## src/rtl/ram_master_pkg.sv

```systemverilog
// ram_master_pkg
//   Shared definitions for the RAM burst master: FSM state encoding and the
//   default address, data and burst-length widths.
package ram_master_pkg;

  localparam int AW_DEF = 8;  // address width, matches RAM addr
  localparam int DW_DEF = 8;  // data width, matches RAM data_in/data_out
  localparam int LW_DEF = 8;  // burst-length field width (beats minus one)

  typedef enum logic [1:0] {
    IDLE  = 2'd0,
    WRITE = 2'd1,
    READ  = 2'd2,
    DRAIN = 2'd3
  } state_e;

endpackage : ram_master_pkg

```

## src/rtl/ram_rd_skid_fifo.sv

```systemverilog
// ram_rd_skid_fifo
//   Two-entry buffer for read beats returning from the RAM.
//   Ports:
//     clk, rst   clock, asynchronous active-high reset (flushes the buffer)
//     push_i     write data_i this cycle (ignored when full and not popping)
//     data_i     beat to store
//     pop_i      consumer takes the head this cycle (ignored when empty)
//     valid_o    buffer not empty
//     data_o     head entry
//     count_o    current occupancy, 0..2; the producer uses it as its credit
module ram_rd_skid_fifo #(
  parameter int W = 8
) (
  input  logic         clk,
  input  logic         rst,
  input  logic         push_i,
  input  logic [W-1:0] data_i,
  input  logic         pop_i,
  output logic         valid_o,
  output logic [W-1:0] data_o,
  output logic [1:0]   count_o
);

  logic       wr_ptr_q;
  logic       rd_ptr_q;
  logic [1:0] count_q;
  logic       do_push;
  logic       do_pop;

  assign do_pop  = pop_i & (count_q != 2'd0);
  // A push into a full buffer is fine when the head leaves in the same cycle.
  assign do_push = push_i & ((count_q != 2'd2) | do_pop);

  for (genvar gi = 0; gi < 2; gi++) begin : g_entry
    localparam logic IDX = 1'(gi);
    logic [W-1:0] entry_q;
    always_ff @(posedge clk or posedge rst) begin
      if (rst) begin
        entry_q <= '0;
      end else if (do_push && (wr_ptr_q == IDX)) begin
        entry_q <= data_i;
      end
    end
  end

  always_ff @(posedge clk or posedge rst) begin
    if (rst) begin
      wr_ptr_q <= 1'b0;
      rd_ptr_q <= 1'b0;
      count_q  <= 2'd0;
    end else begin
      if (do_push) wr_ptr_q <= ~wr_ptr_q;
      if (do_pop)  rd_ptr_q <= ~rd_ptr_q;
      count_q <= count_q + {1'b0, do_push} - {1'b0, do_pop};
    end
  end

  assign valid_o = (count_q != 2'd0);
  assign data_o  = rd_ptr_q ? g_entry[1].entry_q : g_entry[0].entry_q;
  assign count_o = count_q;

endmodule : ram_rd_skid_fifo

```

## src/rtl/ram_burst_master.sv

```systemverilog
// ram_burst_master
//   Initiator for a single-port RAM (WE/RE/addr/data_in -> data_out/valid_out).
//   Takes burst commands on a valid/ready port, pulls write beats from a
//   valid/ready stream, and returns read beats on a valid/ready stream with
//   backpressure through a two-entry skid buffer.
//   Ports:
//     clk, rst                           clock, asynchronous active-high reset
//     cmd_valid/ready, cmd_write,        burst command (cmd_len = beats - 1)
//       cmd_addr, cmd_len
//     wr_valid/ready, wr_data            write beat stream
//     rd_valid/ready, rd_data, rd_last   read beat stream, rd_last on final beat
//     mem_we, mem_re, mem_addr,          RAM request side
//       mem_wdata
//     mem_rdata, mem_rvalid              RAM return (one cycle after mem_re)
//     busy                               FSM not idle
//     done                               one-cycle pulse after a burst completes
module ram_burst_master
  import ram_master_pkg::*;
#(
  parameter int AW = AW_DEF,
  parameter int DW = DW_DEF,
  parameter int LW = LW_DEF
) (
  input  logic          clk,
  input  logic          rst,
  input  logic          cmd_valid,
  output logic          cmd_ready,
  input  logic          cmd_write,
  input  logic [AW-1:0] cmd_addr,
  input  logic [LW-1:0] cmd_len,
  input  logic          wr_valid,
  output logic          wr_ready,
  input  logic [DW-1:0] wr_data,
  output logic          rd_valid,
  input  logic          rd_ready,
  output logic [DW-1:0] rd_data,
  output logic          rd_last,
  output logic          mem_we,
  output logic          mem_re,
  output logic [AW-1:0] mem_addr,
  output logic [DW-1:0] mem_wdata,
  input  logic [DW-1:0] mem_rdata,
  input  logic          mem_rvalid,
  output logic          busy,
  output logic          done
);

  state_e        state_q, state_d;
  logic [AW-1:0] addr_q;      // next RAM address to write/issue
  logic [LW-1:0] len_q;       // beats minus one of the current burst
  logic [LW-1:0] beat_q;      // beats written / reads issued so far
  logic [LW-1:0] pop_cnt_q;   // read beats handed to the consumer so far
  logic          outstanding_q;
  logic          done_q;

  logic          cmd_fire;
  logic          rd_pop;
  logic          rd_push;
  logic          read_room;
  logic          beat_last;
  logic [1:0]    fifo_count;

  assign cmd_fire  = cmd_valid & cmd_ready;
  assign rd_pop    = rd_valid & rd_ready;
  // Returns only count while a read is in flight; stray valids are dropped.
  assign rd_push   = mem_rvalid & outstanding_q;
  assign beat_last = (beat_q == len_q);
  // Room check counts the beat leaving the buffer this cycle as already free,
  // which keeps one beat per cycle flowing while the consumer keeps up and
  // still guarantees the buffer cannot overflow.
  assign read_room = ({1'b0, fifo_count} + {2'b00, outstanding_q}) <
                     (3'd2 + {2'b00, rd_pop});

  // ---------------- FSM: state register ----------------
  always_ff @(posedge clk or posedge rst) begin
    if (rst) begin
      state_q <= IDLE;
    end else begin
      state_q <= state_d;
    end
  end

  // ---------------- FSM: next state ----------------
  always_comb begin
    state_d = state_q;
    unique case (state_q)
      IDLE:  if (cmd_fire) state_d = cmd_write ? WRITE : READ;
      WRITE: if (mem_we && beat_last) state_d = IDLE;
      READ:  if (mem_re && beat_last) state_d = DRAIN;
      // The last beat leaving means every read has returned and drained.
      DRAIN: if (rd_pop && rd_last) state_d = IDLE;
      default: state_d = IDLE;
    endcase
  end

  // ---------------- FSM: outputs ----------------
  always_comb begin
    cmd_ready = 1'b0;
    wr_ready  = 1'b0;
    mem_we    = 1'b0;
    mem_re    = 1'b0;
    mem_wdata = '0;
    unique case (state_q)
      IDLE:  cmd_ready = ~rst;  // held low while reset is asserted
      WRITE: begin
        wr_ready  = 1'b1;
        mem_we    = wr_valid;
        mem_wdata = wr_data;
      end
      READ:  mem_re = read_room;
      default: ;
    endcase
  end

  assign mem_addr = addr_q;
  assign busy     = (state_q != IDLE);
  assign done     = done_q;
  assign rd_last  = rd_valid & (pop_cnt_q == len_q);

  // ---------------- Burst datapath ----------------
  always_ff @(posedge clk or posedge rst) begin
    if (rst) begin
      addr_q        <= '0;
      len_q         <= '0;
      beat_q        <= '0;
      pop_cnt_q     <= '0;
      outstanding_q <= 1'b0;
      done_q        <= 1'b0;
    end else begin
      if (cmd_fire) begin
        addr_q    <= cmd_addr;
        len_q     <= cmd_len;
        beat_q    <= '0;
        pop_cnt_q <= '0;
      end else begin
        if (mem_we || mem_re) begin
          addr_q <= addr_q + 1'b1;  // wraps modulo 2^AW
          beat_q <= beat_q + 1'b1;
        end
        if (rd_pop) pop_cnt_q <= pop_cnt_q + 1'b1;
      end
      outstanding_q <= mem_re | (outstanding_q & ~mem_rvalid);
      done_q        <= (state_q != IDLE) && (state_d == IDLE);
    end
  end

  ram_rd_skid_fifo #(
    .W(DW)
  ) u_fifo (
    .clk     (clk),
    .rst     (rst),
    .push_i  (rd_push),
    .data_i  (mem_rdata),
    .pop_i   (rd_ready),
    .valid_o (rd_valid),
    .data_o  (rd_data),
    .count_o (fifo_count)
  );

endmodule : ram_burst_master

```

## config.mk

```make
export PLATFORM = sky130hd
export DESIGN_NAME = ram_burst_master
export DESIGN_NICKNAME = d
export VERILOG_FILES = /design/src/rtl/ram_master_pkg.sv /design/src/rtl/ram_rd_skid_fifo.sv /design/src/rtl/ram_burst_master.sv
export SDC_FILE = /design/constraint.sdc
export NUM_CORES = 1
export LEC_CHECK = 0
export ABC_CLOCK_PERIOD_IN_PS = 2200
export BUFFER_PORTS_ARGS = -buffer_cell sky130_fd_sc_hd__buf_4
export CORE_MARGIN = 5
export CORE_UTILIZATION = 54
export DETAILED_ROUTE_END_ITERATION = 16
export GPL_TIMING_DRIVEN = 0
export PLACE_DENSITY = 0.9
export SKIP_CTS_REPAIR_TIMING = 1
export SLEW_MARGIN = 20
export SYNTH_ARGS = -nofsm -noshare
export SYNTH_HDL_FRONTEND = slang
export SYNTH_SLANG_ARGS = --single-unit
```

## constraint.sdc

```tcl
create_clock -name clk -period 2.2 [get_ports clk]
set_input_delay 0.55 -clock clk [delete_from_list [all_inputs] [get_ports clk]]
set_output_delay 0.55 -clock clk [all_outputs]
set_load 0.02 [all_outputs]
```

==> run metrics <==
Hold Path Class=primary input to asynchronous set/reset pin; row count=27; Post-Syn Nets=338; Synth area leaders=dfrtp_1 (47%), mux2_2 (9.4%), xor2_1 (5.8%); final hold violation count=0; drt wl/cell=17.4 microns; Mean Syn Cell Area=10.3 sq um; PortBufs=70; first-pass GRT wire length=12.1 mm; grt total ovfl=0; Synth Instances=292; fin crit share=1.02; post-synth top area share=0.466; skew final=9.11 ps; RSZ-0062 raised after global routing=yes; Seq/Total Area, Yosys=0.466; ANT nets after route=0; Synth cell types=47; cell with the largest stage delay on the worst path=dfrtp_2; Fin Hold WS=341 ps; Clock Tree Root=clkbuf_8; WP data required=1650 ps; Final setup viols=1; CTS Buf Count=5; Skew-Pair Late Insertion Delay=320 ps; Final #Nets=418; critical path launch point type=flip-flop; Leak=1.86 nW; TritonCTS clock tree=done; Die W=84.7 microns; drc violations=0; HPWL Detailed=5.30 mm; WP buf/inv=1; largest net degree at the start of global routing=57; share of post-route cells with drive strength above 1=0.373; most used cell, CP=ha_4; critical path type=flip-flop to primary output; Mapped Area=3010 sq um; Clock Power Share=0.128; FILL cells=388; Power Dens Cells=1430 nW/um^2; vias in the first global route=2499; Switching Fraction=0.424; die footprint=7170 sq um; Max IR drop VDD=0.678 mV; violated checks=setup timing; All-Layer GR Usage=0.209; CP endpoint kind=primary output; GP Congestion=0.843; chip height=84.7 microns; Final Power=0.00555 W; max frequency=447 MHz; Reg clk slew, reported paths=100 ps; pre-CTS setup slack=105 ps; relative slew slack=0.548; fin crit period=2240 ps; commonest cells after routing, fill and taps aside=buf_4 (74), dfrtp_1 (54), nand2_1 (38); Bufs on Longest Clock Path=2; Area Growth Syn to Fin=28.6%; Via density=5.87; flops & latches, synth=56; TritonRoute pass-1 iters=5; antenna violations before repair=0; ys async rst share=1.00; worst slew pin tran=678 ps; maxcap violations=0; # diodes=0; CP arrival=1690 ps; outcome=complete, but fails checks; Placeable Area=5470 sq um; vias=2614; Gate power share=0.518; most common library cell in the layout ignoring fill and taps=buf_4; Int Pwr=0.00319 W; Starting Density=0.550; Crit Path Max Fanout=4; Routed WL=7.72 mm; Yosys warnings=0; H-tree Lvls=2; fin worst setup slack=-35.4 ps; Sw Pwr=0.00235 W; CP delay by family, top=flip-flops; clock sink total=56; fin. max-slew vios=0; Primary FF master, synth=dfrtp_1; number of synthesized flops with an enable pin=0; biggest area consumer among synthesized cells=dfrtp_1; I/O pins=71; CP Cell Sequence=ha_4 -> ha_4 -> nor3b_4 -> and2_4 -> buf_6; sequential power share=0.354; initial DRC count=272; Largest stage delay, worst path=470 ps
-- metal layers --
layer / part of all wire / up-vias / global-route usage / wire (microns)
met5: 0 / - / 0 / 0
met4: 0.017 / 0 / 0.0691 / 130
met3: 0.094 / 16 / 0.0559 / 728
li1: - / 1200 / - / -
met2: 0.50 / 137 / 0.341 / 3890
met1: 0.39 / 1261 / 0.270 / 2980
-- kinds of logic (layout without fill, tap and decap cells) --
logic type	after synthesis	count (layout)	synth area share
xor+xnor	26	26	0.0756
compound gates	38	38	0.0960
buf+inv	24	105	0.0378
flops	56	56	0.466
simple gates	114	114	0.196
mux	27	27	0.100
fa+ha+maj	7	7	0.0291
-- metrics by stage --
step           TNS (ps)  cells  area (sq um)   util
3_3_place_gp     -21060    434          3630  0.663
6_report          -35.4    445          3870  0.707
3_5_place_dp          0    434          3630  0.663
5_1_grt            -317    445          3870  0.707
2_1_floorplan         0    292          3010      -
4_1_cts           -1150    442          3750  0.685
-- Yosys cell counts, drive strengths merged (2+ instances only) --
cell type   n
mux2       25
nor3        5
inv         8
a21o        2
and4        3
a31oi       4
nand3      10
nor4        3
and2       12
or3         2
o211a       2
xnor2       6
clkbuf      5
o31ai       7
buf        10
and3        4
o21ai       5
ha          7
nand4       6
a311oi      2
nor4b       2
or4         8
a21oi       8
mux2i       2
nand2      38
xor2       20
nor2       16
dfrtp      56
-- power by group through the flow --
stage	sequential [W]	clock (W)	combinational [W]
finish	0.00196	0.000712	0.00287
global route	0.00202	0.000764	0.00311
CTS	0.00189	0.000724	0.00267
detailed placement	0.00191	0	0.00265
global placement	0.00188	0	0.00255
floorplan	0.00189	0	0.00173
-- final cells by class --
class                      instances  area, sq um  area share
multi-input combinational        212         1570       0.406
sequential                        56         1400       0.363
timing repair buffer              74          563       0.145
tap                               72         90.1      0.0233
buffer                            14         83.8      0.0217
clock buffer                       6         82.6      0.0213
clock inverter                     2         38.8      0.0100
inverter                           9         36.3     0.00937
-- sequential cells by signal, summed over array words and instances, names as in the netlist, 2 cells and up --
| signal | count |
|---|---|
| len_q | 8 |
| u_fifo.count_o | 2 |
| pop_cnt_q | 8 |
| state_q | 2 |
| mem_addr | 8 |
| beat_q | 8 |
| u_fifo.g_entry.entry_q | 16 |
-- worst paths after layout --
check,cells past startpoint,endpoint,startpoint,slack [ps]
worst min register to register,1,u_fifo.g_entry[1].entry_q[6]$_DFFE_PP0P_,u_fifo.g_entry[1].entry_q[6]$_DFFE_PP0P_,510
min in group clk,3,len_q[0]$_DFFE_PP0P_,cmd_len[0],420
worst max-delay path,5,mem_re,u_fifo.count_o[0]$_DFF_PP0_,-40
max in group asynchronous,2,pop_cnt_q[3]$_DFFE_PP0P_,rst,1360
worst min-delay path,2,u_fifo.g_entry[1].entry_q[2]$_DFFE_PP0P_,rst,340
worst max register to register,8,beat_q[4]$_DFFE_PP0P_,u_fifo.count_o[0]$_DFF_PP0_,60
Power figures use the tool's default switching activity.
